===== src/rtl/agc_pkg.sv =====
// Shared types and default timing for the auto-gain control path: gain codes,
// relay sequencer states and the relay/settle/dwell delays at 200 MHz.
package agc_pkg;

    typedef enum logic [1:0] {
        GAIN_3     = 2'd0,
        GAIN_6_5   = 2'd1,
        GAIN_13_5  = 2'd2,
        GAIN_29_25 = 2'd3
    } gain_e;

    typedef enum logic [2:0] {
        ST_IDLE,
        ST_ACK,
        ST_CLEAR,
        ST_WAIT_CLR,
        ST_SET,
        ST_WAIT_SET,
        ST_SETTLE,
        ST_DWELL
    } seq_state_e;

    localparam int RELAY_DELAY_CYC_DEF = 1_000_000;
    localparam int SETTLE_CYC_DEF      = 400_000;
    localparam int MIN_DWELL_CYC_DEF   = 2_000_000;
    localparam int CNT_W_DEF           = 24;

endpackage


===== src/rtl/relay_gain_sequencer_if.sv =====
// Request handshake and relay/status signals of the gain relay sequencer.
// switch_count exists only when RELAY_SWITCH_CNT_EN is defined.
interface relay_gain_sequencer_if;

    logic       req_valid;
    logic [1:0] req_gain;
    logic       req_ready;
    logic [1:0] relay_ctrl;
    logic [1:0] cur_gain;
    logic       busy;
    logic       blank;
    logic       settled;
`ifdef RELAY_SWITCH_CNT_EN
    logic [15:0] switch_count;
`endif

    modport master (
        output req_valid, req_gain,
        input  req_ready, relay_ctrl, cur_gain, busy, blank, settled
`ifdef RELAY_SWITCH_CNT_EN
        , input switch_count
`endif
    );

    modport slave (
        input  req_valid, req_gain,
        output req_ready, relay_ctrl, cur_gain, busy, blank, settled
`ifdef RELAY_SWITCH_CNT_EN
        , output switch_count
`endif
    );

endinterface


===== src/rtl/relay_gain_sequencer_delay_counter.sv =====
// Shared down-counter for the sequencer wait states: load N-1, done while zero.
module delay_counter #(
    parameter int CNT_W = 24
) (
    input  logic             clk,
    input  logic             rst_n,
    input  logic             load,
    input  logic [CNT_W-1:0] load_val,
    output logic             done
);

    logic [CNT_W-1:0] cnt_q;

    // NOTE: sequential state uses non-blocking assignments so every register
    // samples pre-edge values, independent of process ordering.
    always_ff @(posedge clk or negedge rst_n) begin
        if (!rst_n)
            cnt_q <= '0;
        else if (load)
            cnt_q <= load_val;
        else if (cnt_q != '0)
            cnt_q <= cnt_q - CNT_W'(1);
    end

    assign done = (cnt_q == '0);

endmodule


===== src/rtl/relay_gain_sequencer.sv =====
// Drives the two gain relay coils clear-before-set, with actuation, settling and
// dwell timing. Define RELAY_SWITCH_CNT_EN to add the saturating switch_count.
module relay_gain_sequencer
    import agc_pkg::*;
#(
    parameter int RELAY_DELAY_CYC = RELAY_DELAY_CYC_DEF,
    parameter int SETTLE_CYC      = SETTLE_CYC_DEF,
    parameter int MIN_DWELL_CYC   = MIN_DWELL_CYC_DEF,
    parameter int CNT_W           = CNT_W_DEF
) (
    input logic                   clk,
    input logic                   rst_n,
    relay_gain_sequencer_if.slave bus
);

    localparam logic [CNT_W-1:0] RELAY_LOAD  = CNT_W'(RELAY_DELAY_CYC - 1);
    localparam logic [CNT_W-1:0] SETTLE_LOAD = CNT_W'(SETTLE_CYC - 1);
    localparam logic [CNT_W-1:0] DWELL_LOAD  = CNT_W'(MIN_DWELL_CYC - 1);

    seq_state_e       state_q, state_d;
    gain_e            tgt_q;
    gain_e            cur_q;
    logic [1:0]       relay_q;
    logic             settled_q;
    logic             cnt_load;
    logic [CNT_W-1:0] cnt_val;
    logic             cnt_done;
    logic             accept;
    logic             same_gain;
    logic             settle_exit;

    assign accept      = (state_q == ST_IDLE) && bus.req_valid;
    assign same_gain   = (bus.req_gain == cur_q);
    assign settle_exit = (state_q == ST_SETTLE) && cnt_done;

    delay_counter #(.CNT_W(CNT_W)) u_delay (
        .clk      (clk),
        .rst_n    (rst_n),
        .load     (cnt_load),
        .load_val (cnt_val),
        .done     (cnt_done)
    );

    // NOTE: every always_comb output gets a default first, so no path can
    // leave a signal unassigned and infer a latch.
    always_comb begin
        state_d  = state_q;
        cnt_load = 1'b0;
        cnt_val  = '0;
        unique case (state_q)
            ST_IDLE: begin
                if (bus.req_valid) begin
                    if (same_gain)
                        state_d = ST_ACK;
                    else if ((relay_q & ~bus.req_gain) != 2'b00)
                        state_d = ST_CLEAR;
                    else
                        state_d = ST_SET;
                end
            end
            ST_ACK:   state_d = ST_IDLE;
            ST_CLEAR: begin
                cnt_load = 1'b1;
                cnt_val  = RELAY_LOAD;
                state_d  = ST_WAIT_CLR;
            end
            ST_WAIT_CLR: begin
                if (cnt_done) begin
                    // Relay still lacks some target bits: a set phase follows.
                    if ((tgt_q & ~relay_q) != 2'b00) begin
                        state_d = ST_SET;
                    end else begin
                        cnt_load = 1'b1;
                        cnt_val  = SETTLE_LOAD;
                        state_d  = ST_SETTLE;
                    end
                end
            end
            ST_SET: begin
                cnt_load = 1'b1;
                cnt_val  = RELAY_LOAD;
                state_d  = ST_WAIT_SET;
            end
            ST_WAIT_SET: begin
                if (cnt_done) begin
                    cnt_load = 1'b1;
                    cnt_val  = SETTLE_LOAD;
                    state_d  = ST_SETTLE;
                end
            end
            ST_SETTLE: begin
                if (cnt_done) begin
                    cnt_load = 1'b1;
                    cnt_val  = DWELL_LOAD;
                    state_d  = ST_DWELL;
                end
            end
            ST_DWELL: if (cnt_done) state_d = ST_IDLE;
            default:  state_d = ST_IDLE;
        endcase
    end

    always_ff @(posedge clk or negedge rst_n) begin
        if (!rst_n) begin
            state_q   <= ST_IDLE;
            tgt_q     <= GAIN_3;
            cur_q     <= GAIN_3;
            relay_q   <= 2'b00;
            settled_q <= 1'b0;
        end else begin
            state_q   <= state_d;
            settled_q <= (accept && same_gain) || settle_exit;
            if (accept)
                tgt_q <= gain_e'(bus.req_gain);
            if (settle_exit)
                cur_q <= tgt_q;
            if (state_q == ST_CLEAR)
                relay_q <= relay_q & tgt_q;
            else if (state_q == ST_SET)
                relay_q <= tgt_q;
        end
    end

    assign bus.req_ready  = (state_q == ST_IDLE);
    assign bus.busy       = (state_q != ST_IDLE) && (state_q != ST_ACK);
    assign bus.blank      = (state_q == ST_CLEAR) || (state_q == ST_WAIT_CLR) ||
                            (state_q == ST_SET)   || (state_q == ST_WAIT_SET) ||
                            (state_q == ST_SETTLE);
    assign bus.settled    = settled_q;
    assign bus.relay_ctrl = relay_q;
    assign bus.cur_gain   = cur_q;

`ifdef RELAY_SWITCH_CNT_EN
    logic [15:0] sw_cnt_q;
    logic        coil_changed;

    assign coil_changed = ((state_q == ST_CLEAR) && ((relay_q & tgt_q) != relay_q)) ||
                          ((state_q == ST_SET)   && (tgt_q != relay_q));

    always_ff @(posedge clk or negedge rst_n) begin
        if (!rst_n)
            sw_cnt_q <= '0;
        else if (coil_changed && (sw_cnt_q != 16'hFFFF))
            sw_cnt_q <= sw_cnt_q + 16'd1;
    end

    assign bus.switch_count = sw_cnt_q;
`endif

endmodule


===== src/flat_wrapper.sv =====
// flat-port wrapper written by rule: the top's interface ports become plain ports
module relay_gain_sequencer_flat import agc_pkg::*;
#(
    parameter int RELAY_DELAY_CYC = RELAY_DELAY_CYC_DEF,
    parameter int SETTLE_CYC      = SETTLE_CYC_DEF,
    parameter int MIN_DWELL_CYC   = MIN_DWELL_CYC_DEF,
    parameter int CNT_W           = CNT_W_DEF
)
  (clk, rst_n, bus_req_valid, bus_req_gain, bus_req_ready, bus_relay_ctrl, bus_cur_gain, bus_busy, bus_blank, bus_settled);
  relay_gain_sequencer_if bus_i ();
  input logic clk;
  input logic rst_n;
  input wire logic [$bits(bus_i.req_valid)-1:0] bus_req_valid;
  input wire logic [$bits(bus_i.req_gain)-1:0] bus_req_gain;
  output wire logic [$bits(bus_i.req_ready)-1:0] bus_req_ready;
  output wire logic [$bits(bus_i.relay_ctrl)-1:0] bus_relay_ctrl;
  output wire logic [$bits(bus_i.cur_gain)-1:0] bus_cur_gain;
  output wire logic [$bits(bus_i.busy)-1:0] bus_busy;
  output wire logic [$bits(bus_i.blank)-1:0] bus_blank;
  output wire logic [$bits(bus_i.settled)-1:0] bus_settled;
  assign bus_i.req_valid = bus_req_valid;
  assign bus_i.req_gain = bus_req_gain;
  assign bus_req_ready = bus_i.req_ready;
  assign bus_relay_ctrl = bus_i.relay_ctrl;
  assign bus_cur_gain = bus_i.cur_gain;
  assign bus_busy = bus_i.busy;
  assign bus_blank = bus_i.blank;
  assign bus_settled = bus_i.settled;
  relay_gain_sequencer #(.RELAY_DELAY_CYC(RELAY_DELAY_CYC), .SETTLE_CYC(SETTLE_CYC), .MIN_DWELL_CYC(MIN_DWELL_CYC), .CNT_W(CNT_W)) u_core (.clk(clk), .rst_n(rst_n), .bus(bus_i));
endmodule

===== config.mk =====
export PLATFORM = sky130hd
export DESIGN_NAME = relay_gain_sequencer_flat
export DESIGN_NICKNAME = d
export VERILOG_FILES = /design/src/rtl/agc_pkg.sv /design/src/rtl/relay_gain_sequencer_if.sv /design/src/rtl/relay_gain_sequencer_delay_counter.sv /design/src/rtl/relay_gain_sequencer.sv /design/src/flat_wrapper.sv
export SDC_FILE = /design/constraint.sdc
export NUM_CORES = 1
export LEC_CHECK = 0
export ABC_AREA = 0
export ABC_CLOCK_PERIOD_IN_PS = 2990
export CAP_MARGIN = 20
export CORE_MARGIN = 2
export CORE_UTILIZATION = 40
export DETAILED_ROUTE_END_ITERATION = 6
export GPL_TIMING_DRIVEN = 0
export SLEW_MARGIN = 30
export SYNTH_ARGS = -nofsm -noshare
export SYNTH_HDL_FRONTEND = slang
export SYNTH_HIERARCHICAL = 1
export SYNTH_SLANG_ARGS = --single-unit

===== constraint.sdc =====
create_clock -name clk -period 2.99 [get_ports clk]
set_clock_uncertainty 0.15 [all_clocks]
set_input_delay 0.598 -clock clk [delete_from_list [all_inputs] [get_ports clk]]
set_output_delay 0.598 -clock clk [all_outputs]
set_load 0.02 [all_outputs]

Yosys cells after proc, flatten, opt, wreduce, memory -nomap -nowiden
Index checks and enable logic that the tools add are counted.
{"block": "classes", "n_addsub": 1, "bitwise": 5, "n_eq_ne": 14, "reduce_logical": 20, "muxes": 22}
{"op": "24-bit case mux with 4 select lines", "count": 1}
{"op": "24-bit two-way mux", "count": 3}
{"op": "19-bit two-way mux", "count": 2}
{"op": "24-bit logical NOT", "count": 1}
{"op": "3-bit case mux with 8 select lines", "count": 1}
{"op": "24-bit nonzero test", "count": 1}
{"op": "24-bit by 1-bit subtractor with 24-bit output, second input constant", "count": 1}
{"op": "21-bit two-way mux", "count": 1}
{"op": "3-bit two-way mux", "count": 7}
{"op": "3-bit == test, second input constant", "count": 4}
{"op": "2-bit by 1-bit inequality test with 1-bit output, second input constant", "count": 4}
{"op": "2-bit nonzero test", "count": 4}
{"op": "2-bit AND", "count": 3}
{"op": "3-bit by 2-bit == test with 1-bit output, second input constant", "count": 2}
{"op": "2-bit two-way mux", "count": 3}
{"op": "1-bit logical OR", "count": 5}
{"op": "5-bit AND reduction", "count": 1}
{"op": "1-bit logical AND", "count": 4}
{"op": "2-bit inverter", "count": 2}
{"op": "2-bit OR reduction", "count": 2}
{"op": "3-bit by 1-bit == test with 1-bit output, second input constant", "count": 1}
{"op": "3-bit logical NOT", "count": 1}
{"op": "1-bit two-way mux", "count": 3}
{"op": "3-bit by 1-bit inequality test with 1-bit output, second input constant", "count": 1}
{"op": "other kinds (4)", "count": 4}
{"block": "word_totals", "output_inout_bits": 8, "word_cells": 68, "in_bits": 5, "reg_bits": 34}

Depth between registers and ports, before layout
{"block": "depth", "word_depth": 7, "ltp_mapped": 13, "depth_no_buf": 11}

Cells and area by module
Netlist, hierarchy kept.
{"mod": "delay_counter", "cells_per_inst": 164, "n_inst": 1, "seq_area_each_um2": 600.6, "area_each_um2": 1506.4}
{"mod": "relay_gain_sequencer", "cells_per_inst": 98, "n_inst": 1, "seq_area_each_um2": 250.2, "area_each_um2": 764.5}

Worst setup path after synthesis
Ideal clock, no wire load.
{"block": "synth_path", "kind": "register -> register", "startpoint": "register u_core.u_delay.cnt_q[6]", "endpoint": "register u_core.u_delay.cnt_q[10]", "setup_ns": 0.125, "synth_period_minus_slack_ns": 2.812, "path_slack_ns": 0.178, "path_stages_with_launch": 11, "arrival_time_ns": 2.537, "required_time_ns": 2.715, "path_buffers": 2, "path_cell_list": "dfrtp_1 nor4_2 nand4_1 nor2_1 nor2_1 o21a_1 a211oi_1 clkbuf_1 inv_1 clkbuf_1 mux2_2"}
{"block": "synth_via", "elab_chain_len": 4, "word_cells_on_any_way": 12, "classes_between": "1 x add/sub; 8 x mux; 3 x reduce/logical"}
{"element": "start, declared", "line": "relay_gain_sequencer_delay_counter.sv:12", "text": "logic [CNT_W-1:0] cnt_q;"}
{"element": "start signal, assigned", "line": "relay_gain_sequencer_delay_counter.sv:20", "text": "cnt_q <= load_val;"}
{"element": "start signal, assigned", "line": "relay_gain_sequencer_delay_counter.sv:22", "text": "cnt_q <= cnt_q - CNT_W'(1);"}
{"element": "24-bit logical NOT *", "line": "relay_gain_sequencer_delay_counter.sv:25", "text": "assign done = (cnt_q == '0);"}
{"element": "net u_core.cnt_done", "line": "relay_gain_sequencer.sv:27", "text": "logic cnt_done;"}
{"element": "1-bit two-way mux, on equally long branches", "line": "relay_gain_sequencer.sv:85, relay_gain_sequencer.sv:92, relay_gain_sequencer.sv:68"}
{"element": "1-bit case mux with 3 select lines *", "line": "relay_gain_sequencer.sv:50", "text": "unique case (state_q)"}
{"element": "net u_core.cnt_load", "line": "relay_gain_sequencer.sv:25", "text": "logic cnt_load;"}
{"element": "24-bit two-way mux or 2-bit nonzero test (tied branches)"}
The timed path passes the listed nets; every way through them passes the cells marked *. The select of a mux whose other input is x is not followed.
A chain may end at the register's enable or synchronous reset.

Worst setup path in the final report
{"block": "layout_path", "startpoint": "register u_core.state_q[1]", "endpoint": "output bus_blank"}
{"block": "layout_via", "elab_chain_len": 5, "word_cells_on_any_way": 9, "classes_between": "5 x eq/ne; 4 x reduce/logical"}
{"element": "start, declared", "line": "relay_gain_sequencer.sv:20", "text": "seq_state_e state_q, state_d;"}
{"element": "start signal, assigned", "line": "relay_gain_sequencer.sv:111", "text": "state_q <= state_d;"}
{"element": "3-bit by 2-bit == test with 1-bit output", "line": "relay_gain_sequencer.sv:126", "text": "assign bus.blank = (state_q == ST_CLEAR) || (state_q == ST_WAIT_CLR) ||"}
{"element": "1-bit logical OR (2 in series)", "line": "relay_gain_sequencer.sv:126"}
{"element": "1-bit logical OR", "line": "relay_gain_sequencer.sv:127", "text": "(state_q == ST_SET) || (state_q == ST_WAIT_SET) ||"}
{"element": "1-bit logical OR *", "line": "relay_gain_sequencer.sv:127"}
{"element": "end, declared", "line": "flat_wrapper.sv:19", "text": "output wire logic [$bits(bus_i.blank)-1:0] bus_blank;"}
Every way passes the cells marked *; elsewhere a longest branch is shown, timed or not.

==> impl_metrics.ini <==
[timing]
finalHoldViolCount = 0
relSlewSlack_pct = 61.20
max_freq_mhz = 347.4
tightestPinTransition_ns = 0.5809
rsz0062_at_grt = false
final.setup.tns_ns = 0
slew_viol_final = 0
final.period_utilization_pct = 96.29
period_needed_ns = 2.879
setup_viol = 0

[final_layout]
fin_nets = 306
instances_no_fill = 369
multi_input_area_mm2 = 0.001361
design_area_mm2 = 0.002738
diodes = 0
syn_to_final_growth_pct = 20.55
num-fill-cells = 528
drive_gt1_share_pct = 19.19
ff_latch_area_um2 = 853.3

[critical_path]
crit_start = u_core/state_q[1]
slowest_delay_ns = 0.54
critPathKind = register to primary output
worst-path-buf-inv = 3
critical_path.top_delay_family = buffers and inverters
worst_setup_path_end_kind = primary output
critPathLaunchType = register
worst-endpoint-arrival_ns = 2.13
crit_chain = clkbuf_4 -> inv_1 -> ha_1 -> or2_2 -> clkdlybuf4s50_1
worstPathMaxFanout = 10
required_ns = 2.24
reg2reg_from = u_core/u_delay/cnt_q[5]
critical-path-slowest-cell = clkdlybuf4s50_1

[cts]
htreeDepth = 2
cts_tree = yes
cts.clk_slew.worst_paths_ns = 0.08
cts_hold_buf = 0
cts_buffers = 5
clockBufferDepth = 2
cts_root_buf = clkbuf_8
clock-sinks = 34
clkLatencyLatePin_ns = 0.29

[synth]
ys_types = 54
syn-mean-instance-area_um2 = 8.668
ys_seq_elements = 34
async_reset_ff_share_pct = 100.0
syn_area_mm2 = 0.002271
yosysSeqAreaShare_pct = 37.47
synth_top_cell_area_share_pct = 37.47
yosysTopAreaCell = dfrtp_1
ys_top_cells_by_area = dfrtp_1 37%, o21ai_0 7.3%, nand2_1 5.1%
synth_ff_type = dfrtp_1
synth_edf_count = 0
synth_cells = 262
ys_warn_count = 6

[die]
die_h_um = 79.35
die_width_um = 79.35
core_mm2 = 0.005507
io_pins = 13
dieArea_mm2 = 0.006296
start_util_pct = 41.24
num_rows = 27

[pwr]
p_leak_nw = 1.135
p_switching_mw = 1.293
switching_share_pct = 45.95
vdd_ir_drop_max_mv = 0.3620
fin_total_pwr_mw = 2.813
intPower_mw = 1.520
seq_power_share_pct = 30.9
clkPwrFrac_pct = 13.3
p_comb_share_pct = 55.9
p_per_area_mw_per_mm2 = 1028

[place]
place_inst = 352
port_buffers = 12
gp_congestion = 0.8555
dp_hpwl_mm = 3.903
dpl_cell_area_mm2 = 0.002520

[run]
maxCapViolCount = 0

[global_routing]
antenna_found_initial = 0
grt_max_degree = 26
grt_pass1_vias = 1942
grt_usage_pct = 19.38
grt_first_pass_wirelength_mm = 9.459
grt-ovfl-total = 0

[drt]
drt_iter0_markers = 137
vias = 2022
ant_nets = 0
routed_wl_mm = 5.558
routedWlPerCell_um = 15.06
first_pass_iters = 4
drcViolationCount = 0
viasPerCell = 5.480

[status]
status = completed

[worst_hold_path]
min_path_type = primary input to asynchronous set/reset pin
[worst paths after layout]
kind	cells after the start	slack (ns)	endpoint
max	5	0.11	bus_blank
min	1	0.02	u_core/bus.settled
max reg2reg	11	0.26	u_core/u_delay/cnt_q[20]
min reg2reg	2	0.34	u_core/tgt_q[0]
max in group asynchronous	2	2.23	u_core/u_delay/cnt_q[5]
min in group clk	2	0.34	u_core/tgt_q[0]
[placed cells by master, fill, tap and decap left out, types with 3 or more instances in the layout]
master           Yosys  layout
a211oi_2             1       3
a21oi_1             10      10
buf_2                3       4
buf_4                0      10
clkbuf_2             0       3
clkbuf_8             0       6
clkdlybuf4s50_1      0      11
conb_1               1       6
dfrtp_1             34      32
ha_1                 5       5
inv_1               15      14
mux2_2               5       5
mux2i_1              3       3
nand2_1             31      31
nand3_1              6       6
nor2_1              23      22
nor2b_1              3       3
nor3_1               5       3
nor3_2               1       3
o21ai_0             33      33
o31ai_1              7       7
or3_1                3       3
or4_1                6       6
xnor2_1              7       7
xor2_1              11      11
[metal layers]
metal / global-route usage (%) / part of all wire [%] / up-vias / wire, um
met5: 0 / 0 / - / 0
met3: 3.523 / 2.8 / 5 / 158
met4: 5.000 / 0.70 / 0 / 39
met2: 30.59 / 47 / 41 / 2587
met1: 27.40 / 50 / 977 / 2773
li1: - / - / 999 / -
[flip-flops by register name, summed over array words and instances (netlist names)]
signal and count:
u_core/u_delay/cnt_q 24, u_core/state_q 3, u_core/bus.cur_gain 2, u_core/bus.relay_ctrl 2, u_core/tgt_q 2, u_core/bus.settled 1
[Yosys cell counts, types with 3 or more instances]
cell	number
nor2b_1	3
xnor2_1	7
clkbuf_1	7
nand2_1	31
or3_1	3
a21oi_1	10
inv_1	15
o21ai_0	33
dfrtp_1	34
mux2i_1	3
mux2_2	5
o31ai_1	7
nor2_1	23
nor3_1	5
xor2_1	11
ha_1	5
or4_1	6
buf_2	3
nand3_1	6
a211oi_1	4
[metrics by stage]
| step | setup WS (ns) | hold slack, ns | utilization [%] |
|---|---|---|---|
| 3_3_place_gp | -0.6476 | 0.3278 | 45.40 |
| 6_report | 0.1111 | 0.02303 | 49.72 |
| 3_5_place_dp | -0.7037 | 0.3266 | 45.76 |
| 5_1_grt | 0.01362 | 0.03176 | 49.72 |
| 4_1_cts | 0.009815 | 0.02586 | 48.19 |
| 2_1_floorplan | 0.1784 | 0.1524 | - |
[kinds of logic after synthesis]
kind of cell	after synthesis	synth area share, %
adders and majority gates	5	2.755
AOI/OAI and AO/OA	68	18.95
and+or+nand+nor	101	24.63
buffers and inverters	27	5.289
other	1	0.1651
xor gates and xnor gates	18	6.942
DFF	34	37.47
muxes	8	3.802
[worst register-to-register path, stage by stage (launching register included)]
cell	delay, ns
dfrtp_2	0.45
nor4_4	0.37
nand4_1	0.24
nor2_4	0.22
nor2_1	0.11
o21a_1	0.22
a211oi_2	0.15
buf_4	0.20
clkinvlp_4	0.16
buf_2	0.20
nor2_1	0.11
a31oi_1	0.04
[cell type report]
cell class              instances  area share [%]
clock inverters                 2          0.4570
clock buffers                   6           3.016
multi-input cells             206           49.73
flip-flops and latches         34           31.17
well taps                      72           3.291
plain buffers                  11           2.559
inverters                      15           2.194
repair buffers                 23           7.587
[what timing repair did]
item,CTS,global route
setup buffers,2,8
endpoints found under the setup margin,24,24
pin swaps,2,5
gates resized for setup,6,15
[power groups by stage]
stage | combinational [mW] | sequential [mW] | clock (mW)
2_1_floorplan | 1.07 | 0.829 | 0
3_3_place_gp | 1.41 | 0.850 | 0
3_5_place_dp | 1.44 | 0.854 | 0
4_1_cts | 1.46 | 0.862 | 0.387
5_1_grt | 1.77 | 0.897 | 0.402
6_report | 1.57 | 0.868 | 0.373
No activity file was read; power rests on OpenSTA's default activity.
